==> src/rtl/id_issue_ctrl.sv <==
// Issue controller and load scoreboard between decode and execute.
// Stalls on load-use/WAW hazards, a full load budget or EX back-pressure, and sequences the redirect flush window.
module id_issue_ctrl #(
    parameter int MAX_LOADS       = 4,
    parameter int REDIRECT_CYCLES = 2
) (
    input  logic        clk,
    input  logic        rst_n,
    input  logic        i_id_valid,
    input  logic        i_rs1_r_ena,
    input  logic        i_rs2_r_ena,
    input  logic [4:0]  i_rs1_r_addr,
    input  logic [4:0]  i_rs2_r_addr,
    input  logic        i_rd_w_ena,
    input  logic [4:0]  i_rd_w_addr,
    input  logic        i_mem_to_reg,
    input  logic        i_ex_ready,
    input  logic        i_ex_redirect,
    input  logic        i_wb_load_valid,
    input  logic [4:0]  i_wb_load_rd,
    output logic        o_id_issue,
    output logic        o_id_stall,
    output logic        o_id_flush,
    output logic [31:0] o_busy_vec,
    output logic [3:0]  o_load_cnt,
    output logic [31:0] o_stall_cnt
);

    localparam logic [3:0] LP_MAX_LOADS = 4'(MAX_LOADS);
    localparam logic [2:0] LP_RELOAD    = 3'(REDIRECT_CYCLES - 1);

    typedef enum logic {
        S_RUN      = 1'b0,
        S_REDIRECT = 1'b1
    } state_t;

    state_t      r_state;
    state_t      w_state_nxt;
    logic [2:0]  r_redir_cnt;
    logic [2:0]  w_redir_cnt_nxt;
    logic [31:0] r_busy_vec;
    logic [31:0] w_busy_nxt;
    logic [3:0]  r_load_cnt;
    logic [31:0] r_stall_cnt;

    logic w_raw1;
    logic w_raw2;
    logic w_waw;
    logic w_full;
    logic w_set;
    logic w_inc;
    logic w_dec;

    // Hazards look only at the registered scoreboard: a same-cycle writeback does not bypass.
    assign w_raw1 = i_rs1_r_ena & (i_rs1_r_addr != 5'd0) & r_busy_vec[i_rs1_r_addr];
    assign w_raw2 = i_rs2_r_ena & (i_rs2_r_addr != 5'd0) & r_busy_vec[i_rs2_r_addr];
    assign w_waw  = i_rd_w_ena  & (i_rd_w_addr  != 5'd0) & r_busy_vec[i_rd_w_addr];
    assign w_full = i_mem_to_reg & (r_load_cnt == LP_MAX_LOADS);

    always_ff @(posedge clk or negedge rst_n) begin
        if (!rst_n) begin
            r_state     <= S_RUN;
            r_redir_cnt <= 3'd0;
        end else begin
            r_state     <= w_state_nxt;
            r_redir_cnt <= w_redir_cnt_nxt;
        end
    end

    always_comb begin
        w_state_nxt     = r_state;
        w_redir_cnt_nxt = r_redir_cnt;
        o_id_issue      = 1'b0;
        o_id_stall      = 1'b0;
        o_id_flush      = i_ex_redirect;
        case (r_state)
            S_RUN: begin
                if (i_ex_redirect) begin
                    w_state_nxt     = S_REDIRECT;
                    w_redir_cnt_nxt = LP_RELOAD;
                end else begin
                    o_id_issue = i_id_valid & i_ex_ready & ~w_raw1 & ~w_raw2 & ~w_waw & ~w_full;
                    o_id_stall = i_id_valid & ~o_id_issue;
                end
            end
            S_REDIRECT: begin
                o_id_flush = 1'b1;
                if (i_ex_redirect) begin
                    w_redir_cnt_nxt = LP_RELOAD;
                end else if (r_redir_cnt == 3'd0) begin
                    w_state_nxt = S_RUN;
                end else begin
                    w_redir_cnt_nxt = r_redir_cnt - 3'd1;
                end
            end
            default: w_state_nxt = S_RUN;
        endcase
    end

    // Loads to x0 still occupy a budget slot but never mark a register busy.
    assign w_set = o_id_issue & i_mem_to_reg & i_rd_w_ena & (i_rd_w_addr != 5'd0);
    assign w_inc = o_id_issue & i_mem_to_reg;
    assign w_dec = i_wb_load_valid & (r_load_cnt != 4'd0);

    always_comb begin
        w_busy_nxt = r_busy_vec;
        if (i_wb_load_valid) begin
            w_busy_nxt[i_wb_load_rd] = 1'b0;
        end
        if (w_set) begin
            w_busy_nxt[i_rd_w_addr] = 1'b1;
        end
        w_busy_nxt[0] = 1'b0;
    end

    always_ff @(posedge clk or negedge rst_n) begin
        if (!rst_n) begin
            r_busy_vec  <= 32'd0;
            r_load_cnt  <= 4'd0;
            r_stall_cnt <= 32'd0;
        end else begin
            r_busy_vec <= w_busy_nxt;
            if (w_inc && !w_dec) begin
                r_load_cnt <= r_load_cnt + 4'd1;
            end else if (w_dec && !w_inc) begin
                r_load_cnt <= r_load_cnt - 4'd1;
            end
            if (o_id_stall && (r_stall_cnt != 32'hFFFF_FFFF)) begin
                r_stall_cnt <= r_stall_cnt + 32'd1;
            end
        end
    end

    assign o_busy_vec  = r_busy_vec;
    assign o_load_cnt  = r_load_cnt;
    assign o_stall_cnt = r_stall_cnt;

endmodule

==> config.mk <==
export PLATFORM = sky130hd
export DESIGN_NAME = id_issue_ctrl
export DESIGN_NICKNAME = d
export VERILOG_FILES = /design/src/rtl/id_issue_ctrl.sv
export SDC_FILE = /design/constraint.sdc
export NUM_CORES = 1
export LEC_CHECK = 0
export ABC_AREA = 0
export CORE_MARGIN = 3
export CORE_UTILIZATION = 46
export DETAILED_ROUTE_END_ITERATION = 7
export PLACE_DENSITY = 0.87
export SYNTH_ARGS = -nofsm -noshare
export SYNTH_HDL_FRONTEND = slang
export SYNTH_SLANG_ARGS = --single-unit
==> constraint.sdc <==
create_clock -name clk -period 3.45 [get_ports clk]
set_input_delay 0.8625 -clock clk [delete_from_list [all_inputs] [get_ports clk]]
set_output_delay 0.8625 -clock clk [all_outputs]
set_load 0.01 [all_outputs]
==> key figures <==
Outcome
  • Status: finished, violations left
  • Failing checks: negative setup slack

Layout
  • Share of cells above drive strength 1: 28.1%
  • Post-route cell area: 0.00642 mm²
  • N_diodes: 0
  • Leading cell type in the layout, fill and taps excluded: clkdlybuf4s50_1
  • Final-stage net count: 629
  • Most frequent cells in the layout: clkdlybuf4s50_1 (83), dfrtp_1 (71), o21ai_0 (56), buf_4 (56), xor2_1 (28)
  • Fillers: 723
  • Syn-to-layout area delta: 43.4%
  • Final design utilization: between 60% and 70%

Floorplan
  • Die ar.: 0.0110 mm²
  • Die width: roughly 100 µm
  • IO Pins: approximately 100
  • Die height: between 100 and 150 µm
  • Core area: 0.00937 mm²
  • Rows: 35
  • Starting Density: 47.8%

Logic synthesis
  • Async SR Flop Fraction: 100%
  • Synth Register Bits: about 70
  • Synth Flop Type: dfrtp_1
  • Synth cell types: 56
  • Post-synth EDFFs: 0
  • Syn nets: ~480
  • Synth Warn #: 0
  • Post-Syn Area per Cell: 10.2 µm²
  • Synth Cell Area: 0.00448 mm²
  • Cell count after synthesis: about 440
  • Sequential fraction of the synthesis area: 39.7%

Global routing
  • Largest net degree at the start of global routing: 35
  • First-pass GRT wire length: approximately 23000 µm
  • Gr ovfl total: 0
  • Vias in the first global route: 4507
  • Antenna violations before repair: 0
  • Global Route Usage Sum: between 20% and 30%

STA
  • Slew Limit Fails: 0
  • Setup TNS: -0.0285 ns
  • Final hold vios: 0
  • F_max: 287 MHz
  • Slew @ Worst Pin: 0.752 ns
  • Fin Clk Skew: 0.00742 ns
  • Worst setup margin: -0.0285 ns
  • RSZ-0062 raised after global routing: yes
  • Relative slew slack: 49.9%
  • Period minus WS final: 3.48 ns
  • Final setup vio count: 1
  • Fin crit share: 101%
  • WHS: 0.487 ns

Route
  • Drt wl/cell: 19.7 µm
  • Top routing layer used: met4
  • Routed metal-1 wirelength: between 5000 and 6000 µm
  • Vias: 4453
  • Drt total wl: ~14000 µm
  • Drt first pass iters: 5
  • # DRC: 0
  • WL met2: ~7000 µm
  • Iteration-0 DRC Markers: 300
  • Antenna viol nets, final: 0
  • Met3 wire length: 1360 µm
  • Via density: 6.13

Pwr
  • Max VDD drop: ~0.35 mV
  • PwrDens: 354 mW/mm²
  • Pleak: 2.71 nW

Critical path
  • CP Launch Point: i_rs1_r_addr[1]
  • Worst path arrival time: 2.62 ns
  • CP Launch Type: input port
  • Critical Path RT: 2.59 ns
  • Crit Path Max Fanout: 7
  • R2R Path Start: o_busy_vec[14]$_DFF_PN0_
  • CP Capture Type: output pin
  • CP Class: input port to output pin

CTS
  • Worst skew pair latency: 0.34 ns
  • Post-CTS Hold Fix Bufs: 0
  • CTS tree: yes
  • Bufs on Longest Clock Path: 2
  • Clock transition at path regs: 0.07 ns
  • H-tree depth: 3
  • Root Driver: clkbuf_8
  • Num Clock Sinks: 71
  • Num CTS Buffers: 9

Placed design
  • Dpl cell area: 0.00601 mm²
  • RePlAce Congestion: 1.01
  • Detailed-placement wirelength estimate: 10100 µm
  • Port Buf Inserts: 99
  • Pre-CTS setup slack: -0.886 ns

Worst hold path
  • HP Class: flop to flop
  • HP Start: o_stall_cnt[9]$_DFFE_PN0P_

Flow run
  • Max Cap Viol: 0
synthesized netlist by cell type, types with 5 or more instances:
cell / count / area [µm²]
and3_1: 8 / 50.1
nand3_1: 26 / 130
a211oi_1: 8 / 60.1
mux2_2: 8 / 90.1
nor2b_1: 5 / 31.3
mux4_2: 8 / 180
nand4_1: 9 / 56.3
a2111oi_0: 6 / 52.6
xnor2_1: 8 / 70.1
o21ai_1: 9 / 45.0
nand3b_1: 11 / 82.6
o21ai_0: 58 / 290
or3b_2: 6 / 52.6
dfrtp_1: 71 / 1780
a2111oi_2: 14 / 210
inv_1: 11 / 41.3
a21oi_1: 13 / 65.1
nand2_1: 17 / 63.8
ha_1: 6 / 75.1
nor2_1: 15 / 56.3
o22ai_1: 7 / 43.8
xor2_1: 28 / 245
clkbuf_1: 9 / 33.8
buf_2: 8 / 40.0
mux2i_1: 20 / 200
layer usage:
| layer | global-route usage [%] | vias to the layer above |
|---|---|---|
| li1 | - | 1973 |
| met1 | 31.8 | 2158 |
| met2 | 43.1 | 277 |
| met3 | 4.39 | 45 |
| met4 | 10.8 | 0 |
| met5 | 0 | - |
path summary, 6_finish.rpt:
kind / depth (start not counted) / slack (ns) / end
setup / recovery: 10 / -0.03 / o_id_stall
hold / removal: 1 / 0.49 / o_stall_cnt[9]$_DFFE_PN0P_
setup reg to reg: 15 / 0.22 / o_load_cnt[3]$_DFFE_PN0P_
hold reg to reg: 1 / 0.49 / o_stall_cnt[9]$_DFFE_PN0P_
max in group asynchronous: 2 / 2.13 / o_busy_vec[29]$_DFF_PN0_
min in group asynchronous: 1 / 0.58 / o_stall_cnt[22]$_DFFE_PN0P_
critical path, stage by stage:
cell       delay (ns)
buf_6            0.10
buf_6            0.12
mux2_4           0.31
a2111oi_4        0.35
a2111oi_2        0.10
a21o_1           0.24
a21oi_4          0.18
and2_1           0.16
nor2b_1          0.05
buf_2            0.14
cells by family after synthesis:
family / share of synthesized area, %
AO/OA/AOI/OAI: 20.4
AND/OR/NAND/NOR: 16.1
flip-flops: 39.7
multiplexers: 11.0
XOR/XNOR: 7.04
buffers and inverters: 3.60
adder cells (fa/ha/maj): 2.12
other: 0.0837
state kept, by name, indices dropped and copies added, names as in the netlist:
register / cells
r_redir_cnt: 3
o_busy_vec: 31
o_stall_cnt: 32
r_state: 1
o_load_cnt: 4
stage by stage:
step           instances  power (mW)
2_1_floorplan        441        1.30
3_3_place_gp         699        1.55
3_5_place_dp         699        1.58
4_1_cts              723        2.28
5_1_grt              726        2.39
6_report             726        2.28
area by class of cell:
| type | instances | area, µm² | share of cell area [%] |
|---|---|---|---|
| Clock buffer | 11 | 151 | 2.36 |
| Clock inverter | 5 | 56.3 | 0.876 |
| Inverter | 11 | 43.8 | 0.682 |
| Multi-Input combinational cell | 336 | 2750 | 42.8 |
| Sequential cell | 71 | 1780 | 27.7 |
| Tap cell | 129 | 161 | 2.51 |
| Timing Repair Buffer | 163 | 1480 | 23.1 |
report_power, final:
group / switching [mW] / total (mW) / internal (mW) / leakage, nW
Combinational: 0.294 / 0.616 / 0.322 / 1.66
Clock: 0.314 / 0.686 / 0.372 / 0.105
Sequential: 0.0809 / 0.974 / 0.893 / 0.949
Total: 0.689 / 2.28 / 1.59 / 2.71
timing repair:
| action | in CTS | in global routing |
|---|---|---|
| pin swaps | 11 | 11 |
| buffers inserted | 7 | 3 |
| gates cloned | 1 | 0 |
| resized for setup | 58 | 36 |
| setup endpoints to repair | 5 | 9 |
No activity file was read; power rests on OpenSTA's default activity.
